[config.mk]
export PLATFORM = sky130hd
export DESIGN_NAME = reg_dump_flat
export DESIGN_NICKNAME = d
export VERILOG_FILES = /design/src/rtl/reg_dump_if.sv /design/src/rtl/reg_dump.sv /design/src/flat_wrapper.sv
export SDC_FILE = /design/constraint.sdc
export NUM_CORES = 1
export LEC_CHECK = 0
export ABC_AREA = 0
export CAP_MARGIN = 5
export CORE_MARGIN = 2
export CORE_UTILIZATION = 46
export DETAILED_ROUTE_END_ITERATION = 8
export GPL_ROUTABILITY_DRIVEN = 0
export GPL_TIMING_DRIVEN = 0
export PLACE_DENSITY = 0.88
export SYNTH_ARGS = -nofsm -noshare
export SYNTH_HDL_FRONTEND = slang
export SYNTH_SLANG_ARGS = --single-unit
export TNS_END_PERCENT = 30
[constraint.sdc]
create_clock -name clk -period 2.11 [get_ports clk]
set_input_delay 0.422 -clock clk [delete_from_list [all_inputs] [get_ports clk]]
set_output_delay 0.422 -clock clk [all_outputs]
set_load 0.01 [all_outputs]
[src/rtl/reg_dump_if.sv]
// reg_dump_if: valid/ready stream carrying dumped register words and their indices.
interface reg_dump_if #(
   parameter int SEL_BITS = 3,
   parameter int BIT_SIZE = 16
);
   logic [BIT_SIZE-1:0] out_data;
   logic [SEL_BITS-1:0] out_index;
   logic                out_valid;
   logic                out_ready;
   logic                out_last;
   modport master (output out_data, out_index, out_valid, out_last, input out_ready);
   modport slave (input out_data, out_index, out_valid, out_last, output out_ready);
endinterface

[src/rtl/reg_dump.sv]
// reg_dump: walks a register file read port and streams every register out over a valid/ready link.
// Optional REG_DUMP_CHECKSUM_EN appends an XOR checksum word after the last register.
module reg_dump #(
   parameter int SEL_BITS = 3,
   parameter int BIT_SIZE = 16
) (
   input  logic                clk,
   input  logic                reset,
   input  logic                start,
   output logic [SEL_BITS-1:0] sel,
   input  logic [BIT_SIZE-1:0] rd_data,
   reg_dump_if.master          dump,
   output logic                busy,
   output logic                done
);
   localparam logic [SEL_BITS-1:0] LAST_SEL = '1;
`ifdef REG_DUMP_CHECKSUM_EN
   typedef enum logic [2:0] {IDLE, READ, SEND, FIN, CHK} state_t;
   logic [BIT_SIZE-1:0] sum_q, sum_n;
`else
   typedef enum logic [1:0] {IDLE, READ, SEND, FIN} state_t;
`endif
   state_t state, state_n;
   logic [SEL_BITS-1:0] sel_n, index_q, index_n;
   logic [BIT_SIZE-1:0] data_q, data_n;
   logic valid_q, valid_n, last_q, last_n, accept;
   assign accept = valid_q && dump.out_ready;
   assign busy = state != IDLE;
   assign done = state == FIN;
   assign dump.out_data = data_q;
   assign dump.out_index = index_q;
   assign dump.out_valid = valid_q;
   assign dump.out_last = last_q;
   always_ff @(posedge clk or negedge reset)
      if (!reset) state <= IDLE;
      else state <= state_n;
   always_ff @(posedge clk or negedge reset)
      if (!reset) begin
         sel <= '0;
         data_q <= '0;
         index_q <= '0;
         valid_q <= 1'b0;
         last_q <= 1'b0;
`ifdef REG_DUMP_CHECKSUM_EN
         sum_q <= '0;
`endif
      end else begin
         sel <= sel_n;
         data_q <= data_n;
         index_q <= index_n;
         valid_q <= valid_n;
         last_q <= last_n;
`ifdef REG_DUMP_CHECKSUM_EN
         sum_q <= sum_n;
`endif
      end
   always_comb begin
      state_n = state;
      sel_n = sel;
      data_n = data_q;
      index_n = index_q;
      valid_n = valid_q;
      last_n = last_q;
`ifdef REG_DUMP_CHECKSUM_EN
      sum_n = sum_q;
`endif
      case (state)
         IDLE: if (start) begin
            state_n = READ;
            sel_n = '0;
`ifdef REG_DUMP_CHECKSUM_EN
            sum_n = '0;
`endif
         end
         READ: begin
            state_n = SEND;
            data_n = rd_data;
            index_n = sel;
            valid_n = 1'b1;
`ifdef REG_DUMP_CHECKSUM_EN
            last_n = 1'b0;
`else
            last_n = sel == LAST_SEL;
`endif
         end
         SEND: if (accept) begin
            valid_n = 1'b0;
            last_n = 1'b0;
`ifdef REG_DUMP_CHECKSUM_EN
            sum_n = sum_q ^ data_q;
`endif
            // sel saturates on the final register instead of wrapping to 0
            if (index_q == LAST_SEL) begin
`ifdef REG_DUMP_CHECKSUM_EN
               state_n = CHK;
`else
               state_n = FIN;
`endif
            end else begin
               sel_n = sel + 1'b1;
               state_n = READ;
            end
         end
`ifdef REG_DUMP_CHECKSUM_EN
         // first CHK cycle loads the finished checksum, later cycles wait for the handshake
         CHK: if (!valid_q) begin
            data_n = sum_q;
            index_n = '0;
            valid_n = 1'b1;
            last_n = 1'b1;
         end else if (dump.out_ready) begin
            valid_n = 1'b0;
            last_n = 1'b0;
            state_n = FIN;
         end
`endif
         FIN: state_n = IDLE;
         default: state_n = IDLE;
      endcase
   end
endmodule

[src/flat_wrapper.sv]
// flat-port wrapper written by rule: the top's interface ports become plain ports
module reg_dump_flat 
#(
   parameter int SEL_BITS = 3,
   parameter int BIT_SIZE = 16
)
  (clk, reset, start, sel, rd_data, busy, done, dump_out_data, dump_out_index, dump_out_valid, dump_out_last, dump_out_ready);
  reg_dump_if #(.SEL_BITS(SEL_BITS), .BIT_SIZE(BIT_SIZE)) dump_i ();
  input  logic clk;
  input  logic reset;
  input  logic start;
  output logic [SEL_BITS-1:0] sel;
  input  logic [BIT_SIZE-1:0] rd_data;
  output logic busy;
  output logic done;
  output wire logic [$bits(dump_i.out_data)-1:0] dump_out_data;
  output wire logic [$bits(dump_i.out_index)-1:0] dump_out_index;
  output wire logic [$bits(dump_i.out_valid)-1:0] dump_out_valid;
  output wire logic [$bits(dump_i.out_last)-1:0] dump_out_last;
  input wire logic [$bits(dump_i.out_ready)-1:0] dump_out_ready;
  assign dump_out_data = dump_i.out_data;
  assign dump_out_index = dump_i.out_index;
  assign dump_out_valid = dump_i.out_valid;
  assign dump_out_last = dump_i.out_last;
  assign dump_i.out_ready = dump_out_ready;
  reg_dump #(.SEL_BITS(SEL_BITS), .BIT_SIZE(BIT_SIZE)) u_core (.clk(clk), .reset(reset), .start(start), .sel(sel), .rd_data(rd_data), .dump(dump_i), .busy(busy), .done(done));
endmodule
==> impl_results.md <==
- Clk_lat worst skew: ~320 ps
- GRT overflow: 0
- WP data required: around 1700 ps
- Synth Instances: 83
- RSZ-0062 raised after global routing: no
- Vias per cell: 5.080
- Most frequent cell after synthesis: dfrtp_1
- PwrDens: 1393 nW/µm²
- IO Pins: 46
- Yosys top cell by area: dfrtp_1
- PortBufs: 45
- Hold Crit Class: in2async
- Layout cell share with drive strength beyond 1: 0.2256
- Syn_nets: 105
- Startpoint types: flip-flop
- Internal power: 1.699 mW
- Vias in the first global route: 870
- Ant diodes: 0
- Post-DP HPWL: 1827 µm
- CP max FO: 9
- Final #Nets: about 160
- Sequential share of the synthesized area: 0.5503
- Switching pwr: between 700 and 800 µW
- Initial DRC count: 15
- Seq pwr share: 0.362
- Most frequent cells after synthesis: 26 x dfrtp_1, 18 x mux2_4, 12 x nand3_1, 3 x a21oi_1, 3 x inv_1
- Critical path class: reg2out
- FFs w/ async S/R, synth: 1.000
- Syn-to-layout area delta: 48.36%
- Main combinational cell family by area after synthesis: multiplexers
- Synth Area in Compound Gates: 0.02646
- Die width: 54.70 µm
- Outcome: complete, no violations
- Total CTS buffers: 3
- Place WS: between 150 and 200 ps
- Total power: ~2.4 mW
- Fin crit period: 1917 ps
- EDFF count, synth: 0
- Synth Area in Simple Gates: 0.1323
- Synth top area cells: dfrtp_1 55%, mux2_4 23%, nand3_1 5.1%
- GRT Util Overall: 0.1949
- Non-filler cells, final: 163
- Fin Setup TNS: 0 ps
- Die area: about 3000 µm²
- Clock power share: 0.140
- Period utilization: 0.9087
- First-pass GRT wire length: 4181 µm
- CTS Hold Bufs: 0
- Final Max Slew Viols: 0
- Largest net degree at the start of global routing: 27
- Pleak: 0.7962 nW
- Drt drc: 0
- Highest clock rate: between 500 and 600 MHz
- Mux share of post-synthesis cell area: 0.2381
- Initial Util: 0.4817
- Row count: 18
- DRT Wirelength: about 2500 µm
- CTS sink cnt: 26
- Maxcap violations: 0
- Avg Cell Area, Syn: 14.25 µm²
- Core area: 2455 µm²
- Post-synthesis cell type count: 21
- PnR worst setup slack: 192.6 ps
- Routed wire length per instance: 15.56 µm
- Final hold vios: 0
- CTS clk-pin slew, worst paths: 150 ps
- Logic pwr share: 0.498
- Initial antenna violation count: 0
- First-pass detailed-route iteration total: 4
- Setup Skew: roughly 2.7 ps
- Crit end category: primary output
- # setup viols final: 0
- XOR/XNOR Fraction of Synth Area: 0
- Share of Yosys cell area claimed by the top area cell type: 0.5503
- CTS tree: done
- Worst vdd ir: roughly 0.00086 V
- Dpl cells: roughly 160
- Least-Margin Pin Slew: 482.5 ps
- Die Y: between 50 and 60 µm
- Routed vias: 828
- Worst EP arrival: 1500 ps
- #FFs+latches synth: 26
- Max H-tree Level: 1
- YS warnings: 0
- Main flop type after synthesis: dfrtp_1
- Final core utilization: 0.7146
- Antenna Violating Nets Remaining: 0
- Post-Synth Adder-Cell Area: 0.02116
- Max transition margin: 0.6773
- Clock tree root driver cell: clkbuf_4
- Switching Fraction: 0.3044
- Clock Path Buffers: 2
- Mapped cell area: 1182 µm²
[power by group through the flow]
stage	registers [mW]	clock network [mW]	logic (mW)
CTS	0.866	0.353	1.26
detailed placement	0.890	0	1.22
global placement	0.871	0	1.20
finish	0.884	0.343	1.22
global route	0.925	0.369	1.30
floorplan	0.958	0	0.581
[layer usage]
metal | GRT usage | vias to the layer above | wire length, µm
met1 | 0.2622 | 403 | 1140
met4 | 0.03750 | 0 | 0
li1 | - | 401 | -
met5 | 0 | - | 0
met2 | 0.3353 | 24 | 1292
met3 | 0.02459 | 0 | 104
[worst max-delay path, cell delays in order, from the launching register on]
cell,delay (ps)
dfrtp_1,490
and2_1,160
clkdlybuf4s50_1,530
[final cells by class]
class | count | area, µm²
Buffer | 2 | 22.52
Clock buffer | 3 | 22.52
Clock inverter | 1 | 30.03
Tap cell | 30 | 37.54
Inverter | 3 | 11.26
Timing Repair Buffer | 47 | 484.2
Sequential cell | 26 | 651.9
Multi-Input combinational cell | 51 | 494.2
Fill cell | 182 | 700.7
[cells in the final DEF, fill, tap and decap left out, drive strengths merged]
cell type / count
and2: 1
buf: 4
nand3: 12
ha: 2
nor2b: 1
inv: 3
bufinv: 1
clkbuf: 3
dfrtp: 26
dlygate4sd2: 1
a21oi: 3
or2: 1
nand4: 2
and2b: 1
a21o: 1
or3b: 1
nand4b: 2
and3: 1
a221oi: 1
nand2: 2
and4b: 1
mux2: 19
clkdlybuf4s50: 44
[logic make-up after synthesis]
logic type | after synthesis
flops | 26
simple gates | 25
mux | 19
buf+inv | 6
compound gates | 5
fa+ha+maj | 2
[sequential cells by signal, summed over array words and instances (netlist names)]
| signal | cells |
|---|---|
| u_core.dump.out_data | 16 |
| u_core.dump.out_index | 3 |
| u_core.sel | 3 |
| u_core.state | 2 |
| u_core.dump.out_last | 1 |
| u_core.dump.out_valid | 1 |
[final timing paths]
kind                       slack (ps)                                start  cells past startpoint                                   end
setup / recovery                  190          u_core.state[0]$_DFFE_PN0P_                      2                                  done
hold / removal                    410                                reset                      1   u_core.dump.out_data[3]$_DFFE_PN0P_
setup reg to reg                  660          u_core.state[1]$_DFFE_PN0P_                      4   u_core.dump.out_data[7]$_DFFE_PN0P_
hold reg to reg                   520  u_core.dump.out_data[8]$_DFFE_PN0P_                      1   u_core.dump.out_data[8]$_DFFE_PN0P_
max in group asynchronous        1250                                reset                      2  u_core.dump.out_index[2]$_DFFE_PN0P_
min in group clk                  520  u_core.dump.out_data[8]$_DFFE_PN0P_                      1   u_core.dump.out_data[8]$_DFFE_PN0P_
[what timing repair did]
| item | CTS | global route |
|---|---|---|
| endpoints found under the hold margin | 0 | 0 |
| setup buffers | 1 | 0 |
| resized for setup | 3 | 0 |
| endpoints found under the setup margin | 2 | 1 |
[metrics by stage]
step / hold WS [ps] / cell area, µm²
6_report: 409.5 / 1754
5_1_grt: 417.3 / 1754
4_1_cts: 527.8 / 1732
3_5_place_dp: 494.1 / 1670
3_3_place_gp: 489.9 / 1670
2_1_floorplan: 126.4 / 1182
Note: power is estimated with default switching activity, not from simulation.
